==> config.mk <==
export PLATFORM = sky130hd
export DESIGN_NAME = serializer_nto1
export DESIGN_NICKNAME = d
export VERILOG_FILES = /design/src/rtl/serializer_nto1.sv
export SDC_FILE = /design/constraint.sdc
export NUM_CORES = 1
export LEC_CHECK = 0
export CORE_AREA = 5 5 49 51
export DETAILED_ROUTE_END_ITERATION = 10
export DIE_AREA = 0 0 54 56
export PLACE_DENSITY_LB_ADDON = 0.3
export SLEW_MARGIN = 20
export SYNTH_ARGS = -nofsm -noshare
export SYNTH_HDL_FRONTEND = slang
export SYNTH_SLANG_ARGS = --single-unit
export TNS_END_PERCENT = 20
==> constraint.sdc <==
create_clock -name i_clk -period 2.81 [get_ports i_clk]
set_clock_uncertainty 0.05 [all_clocks]
set_input_delay 0.562 -clock i_clk [delete_from_list [all_inputs] [get_ports i_clk]]
set_output_delay 0.562 -clock i_clk [all_outputs]
set_load 0.01 [all_outputs]
==> src/rtl/serializer_nto1.sv <==
// serializer_nto1: DATA_WIDTH-to-OUT_WIDTH serializer, LSB first, with continuous BEATS-cycle framing.
// Define SERIALIZER_UNDERFLOW_EN to build the sticky underflow flag; otherwise o_underflow is tied low.
module serializer_nto1 #(
    parameter int                    DATA_WIDTH = 10,
    parameter int                    OUT_WIDTH  = 2,
    parameter logic [DATA_WIDTH-1:0] IDLE_WORD  = 10'h354
) (
    input  logic                  i_clk,
    input  logic                  i_rst,
    input  logic [DATA_WIDTH-1:0] i_data,
    input  logic                  i_valid,
    output logic                  o_ready,
    output logic [OUT_WIDTH-1:0]  o_data,
    output logic                  o_word_start,
    output logic                  o_underflow
);

    localparam int BEATS = DATA_WIDTH / OUT_WIDTH;
    localparam int CNT_W = (BEATS > 1) ? $clog2(BEATS) : 1;
    localparam logic [CNT_W-1:0] LAST_BEAT = CNT_W'(BEATS - 1);

    generate
        if ((DATA_WIDTH % OUT_WIDTH) != 0) begin : g_bad_ratio
            $error("serializer_nto1: DATA_WIDTH must be a multiple of OUT_WIDTH");
        end
        if (BEATS < 2) begin : g_bad_beats
            $error("serializer_nto1: DATA_WIDTH/OUT_WIDTH must be at least 2");
        end
    endgenerate

    logic [DATA_WIDTH-1:0] sr;
    logic [CNT_W-1:0]      cnt;
    logic [DATA_WIDTH-1:0] hb;
    logic                  hb_v;
    logic                  boundary;
    logic                  accept;

    // Handshake: a word transfers on a rising edge where i_valid && o_ready; the source may hold
    // i_valid/i_data across cycles, and both are ignored while o_ready is low.
    assign o_ready  = !hb_v && !i_rst;
    assign accept   = i_valid && o_ready;
    assign boundary = (cnt == LAST_BEAT);

    assign o_data       = sr[OUT_WIDTH-1:0];
    assign o_word_start = (cnt == '0);

    always_ff @(posedge i_clk) begin
        if (i_rst) begin
            sr  <= '0;
            cnt <= LAST_BEAT;
        end else if (boundary) begin
            sr  <= hb_v ? hb : IDLE_WORD;
            cnt <= '0;
        end else begin
            sr  <= sr >> OUT_WIDTH;
            cnt <= cnt + 1'b1;
        end
    end

    // accept needs hb_v=0 and the boundary only clears hb_v when it was 1, so they never collide.
    always_ff @(posedge i_clk) begin
        if (i_rst) begin
            hb_v <= 1'b0;
        end else if (accept) begin
            hb_v <= 1'b1;
        end else if (boundary) begin
            hb_v <= 1'b0;
        end
    end

    always_ff @(posedge i_clk) begin
        if (accept) begin
            hb <= i_data;
        end
    end

`ifdef SERIALIZER_UNDERFLOW_EN
    logic started;
    logic underflow;

    always_ff @(posedge i_clk) begin
        if (i_rst) begin
            started   <= 1'b0;
            underflow <= 1'b0;
        end else begin
            if (accept) begin
                started <= 1'b1;
            end
            if (boundary && !hb_v && started) begin
                underflow <= 1'b1;
            end
        end
    end

    assign o_underflow = underflow;
`else
    assign o_underflow = 1'b0;
`endif

endmodule

### Yosys cells after proc, flatten, opt, wreduce, memory -nomap -nowiden

Cells that the tools add are included.

* bits in registers: 24
* latch bits: 0
* bits in writable memories: 0
* bits in read-only memories: 0
* output and inout port bits: 5
* memories: 0

* add/sub/neg operators: 1
* $mul: 0
* divide/modulo/power cells: 0
* magnitude comparators: 0
* eq/ne operators: 1
* shifts and indexed selects: 0
* mux-type cells: 5
* bitwise logic cells: 1
* reductions and logical operators: 8

Operators by type and width (count)
* 10-bit two-way mux: 1
* 8-bit two-way mux: 1
* 2-bit OR reduction: 2
* 3-bit by 1-bit adder with 3-bit output, second input constant: 1
* 3-bit == test, second input constant: 1
* 3-bit logical NOT: 1
* 3-bit two-way mux: 1
* 1-bit logical AND: 2
* 1-bit logical NOT: 2
* 1-bit two-way mux: 2
* 2-bit nonzero test: 1
* 1-bit NOT: 1

### Depth between registers and ports, before layout

* depth after elaboration: 4
* depth in mapped cells: 6

### Worst setup path before layout

OpenSTA, ideal clock, no wires.

* path type: register to output
* start: reg cnt[0]
* end: out o_word_start
* arrival time: 1.006 ns
* path slack: 1.192 ns
* cell stages (with the launch flop): 6
* path buffers: 2
* cell sequence: dfxtp_1 inv_1 ha_1 buf_6 buf_2 nor2b_1

* longest elaborated chain between the ends: 1

RTL lines
* from (decl): line 32 `logic [CNT_W-1:0] cnt;`
* from (signal assigned): line 56 `cnt <= cnt + 1'b1;`
* 3-bit logical NOT: line 45 `assign o_word_start = (cnt == '0);`
* to (decl): line 14 `output logic o_word_start,`

Every way passes these cells.

### Worst setup path in the final report

Same ends and word-level chain as after synthesis.

==> flow_summary.json <==
{
  "worstPathBufferInverterCount": 2,
  "p_int_uw": 512.5,
  "hp-class": "flip-flop to flip-flop",
  "clk_latency_ns": 0.31,
  "final_cell_mix": "clkdlybuf4s50_1 (16), dfxtp_1 (14), edfxtp_1 (10)",
  "synth_area_um2": 944.7,
  "maxSlewViolCount": 0,
  "cts.repair.resized": 0,
  "drt_wl_total_um": 1442,
  "grt_first_pass_wirelength_um": 2415,
  "synth_nets": 94,
  "seqPwrFrac": 0.607,
  "design.core.area_um2": 1902,
  "clk_pin_slew_ns": 0.12,
  "crit_type": "flip-flop to output pin",
  "vias": 569,
  "p_comb_frac": 0.174,
  "grt_pass1_vias": 561,
  "dieArea_um2": 3024,
  "postCtsHoldBufs": 0,
  "diodes": 0,
  "syn_inst": 79,
  "area_growth_pct": 16.16,
  "path_max_fanout": 17,
  "path_cells": "inv_1 > ha_1 > nor2b_1 > clkdlybuf4s50_1",
  "syn_avg_cell_area_um2": 11.96,
  "cts-htree-levels": 1,
  "switching_share": 0.2561,
  "dp.cells": 113,
  "p_switching_uw": 176.5,
  "status": "completed",
  "rsz0062_at_grt": "false",
  "cp_slowest_stage_delay_ns": 0.54,
  "layout-drive-gt1-share": 0.1111,
  "final_common_cell": "clkdlybuf4s50_1",
  "cpLargestDelayFamily": "buffers and inverters",
  "postCtsSetupRepairBufs": 0,
  "nets": 106,
  "power_density_nw_per_um2": 627.9,
  "peakVddDrop_mv": 0.4057,
  "worstPathRequired_ns": 2.20,
  "rows": 16,
  "synth_cell_types": 22,
  "tns_ns": 0,
  "hold_viol": 0,
  "drt.antenna.violating_nets": 0,
  "yosys_warnings": 0,
  "drc": 0,
  "leakagePower_uw": 0.0004008,
  "cp_data_arrival_time_ns": 1.95,
  "cp_slowest_cell": "clkdlybuf4s50_1",
  "p_clk_frac": 0.218,
  "max-slew-margin-rel": 0.6177,
  "cp-end-kind": "output pin",
  "cts_buffer_depth": 2,
  "port_buffers": 16,
  "antenna_found_initial": 0,
  "die_x_um": 54,
  "period_share": 0.9126,
  "synth_seq_cells": 24,
  "drt-wirelength-per-cell_um": 12.32,
  "grt_start_max_net_pins": 19,
  "maxCapViolations": 0,
  "final_cells": 117,
  "gp_congestion": 0.6524,
  "start_util": 0.4967,
  "cts_tree": "built",
  "synth_seq_area_share": 0.6146,
  "post-dp-hpwl_um": 965.7,
  "cts_sinks": 24,
  "grt_usage": 0.1138,
  "setup_violations": 0,
  "period_minus_slack_ns": 2.564,
  "fmax_mhz": 390.0,
  "worstMarginPinSlew_ns": 0.5726,
  "cts-root-buf": "clkbuf_4",
  "drt_pass1_iterations": 4,
  "cp-start-kind": "flip-flop",
  "drt_iter0_markers": 9,
  "viasPerCell": 4.863,
  "grt-ovfl-total": 0,
  "ios": 18,
  "numCtsBuffers": 3,
  "die_y_um": 56
}
==> Yosys cell counts <==
| master | number | area (um2) |
|---|---|---|
| dfxtp_1 | 14 | 280.3 |
| edfxtp_1 | 10 | 300.3 |
| a21oi_1 | 8 | 40.04 |
| a21bo_2 | 5 | 50.05 |
| inv_1 | 5 | 18.77 |
| nand4_1 | 5 | 31.28 |
| nor2b_1 | 4 | 25.02 |
| a311oi_1 | 3 | 26.28 |
| buf_2 | 3 | 15.01 |
| buf_4 | 3 | 22.52 |
| buf_6 | 3 | 33.78 |
| nor2_1 | 3 | 11.26 |
| nor3_1 | 3 | 15.01 |
| ha_1 | 2 | 25.02 |
| a211o_1 | 1 | 8.760 |
| a211oi_1 | 1 | 7.510 |
| and2_1 | 1 | 6.260 |
| and2_4 | 1 | 8.760 |
| clkbuf_1 | 1 | 3.750 |
| conb_1 | 1 | 3.750 |
| nand2_1 | 1 | 3.750 |
| nor3b_1 | 1 | 7.510 |
==> layout make-up <==
| cell class | count | area, um2 |
|---|---|---|
| Timing Repair Buffer | 17 | 167.7 |
| Multi-Input combinational cell | 40 | 270.3 |
| Sequential cell | 24 | 580.6 |
| Inverter | 5 | 18.77 |
| Fill cell | 171 | 804.5 |
| Clock buffer | 3 | 22.52 |
| Tap cell | 27 | 33.78 |
| Clock inverter | 1 | 3.754 |
==> registers in the layout (all words and copies together) (netlist names) <==
name and cells:
hb_v 1, cnt 3, sr 10, hb 10
==> logic make-up (layout without fill, tap and decap cells) <==
| family | Yosys count | in the layout | synth area share |
|---|---|---|---|
| AND/OR/NAND/NOR | 19 | 19 | 0.1152 |
| buffers and inverters | 15 | 26 | 0.09933 |
| adder cells (fa/ha/maj) | 2 | 2 | 0.02649 |
| flip-flops | 24 | 24 | 0.6146 |
| AO/OA/AOI/OAI | 18 | 18 | 0.1404 |
| other | 1 | 1 | 0.003970 |
==> layer usage <==
metal	GRT usage	share of wire
met1	0.1320	0.43
met2	0.1696	0.48
met3	0.03485	0.054
met4	0.08541	0.036
met5	0	0
==> metrics by stage <==
| step | utilization | instance area, um2 | power [uW] | hold slack [ns] | setup slack [ns] |
|---|---|---|---|---|---|
| 2_1_floorplan | - | 944.7 | 525.2 | 0.3727 | 1.192 |
| 6_report | 0.5770 | 1097 | 689.0 | 0.4073 | 0.2456 |
| 3_5_place_dp | 0.5632 | 1071 | 547.5 | 0.3963 | 0.5370 |
| 3_3_place_gp | 0.5632 | 1071 | 542.4 | 0.3871 | 0.5320 |
| 5_1_grt | 0.5770 | 1097 | 734.7 | 0.4551 | 0.08477 |
| 4_1_cts | 0.5770 | 1097 | 691.6 | 0.4141 | 0.2384 |
==> worst reg2reg max path, delay by kind of cell, from the launching register on <==
family	cells	cell delay [ns]
adder cells (fa/ha/maj)	1	0.38
flip-flops	1	0.37
AND/OR/NAND/NOR	1	0.28
buffers and inverters	1	0.05
AO/OA/AOI/OAI	1	0.29
==> power groups by stage <==
stage               Sequential (uW)  Combinational (uW)  Clock (uW)
floorplan                       411                 114           0
global placement                425                 117           0
detailed placement              427                 121           0
CTS                             419                 121         152
global route                    423                 133         178
finish                          419                 120         150
==> path summary, 6_finish.rpt <==
kind	end	cells past startpoint	slack [ns]	start
setup / recovery	o_word_start	4	0.25	cnt[0]$_SDFF_PP0_
hold / removal	cnt[0]$_SDFF_PP0_	1	0.41	cnt[0]$_SDFF_PP0_
setup reg to reg	sr[6]$_SDFF_PP0_	4	1.29	cnt[0]$_SDFF_PP0_
hold reg to reg	cnt[0]$_SDFF_PP0_	1	0.41	cnt[0]$_SDFF_PP0_
Note: power is estimated with default switching activity, not from simulation.
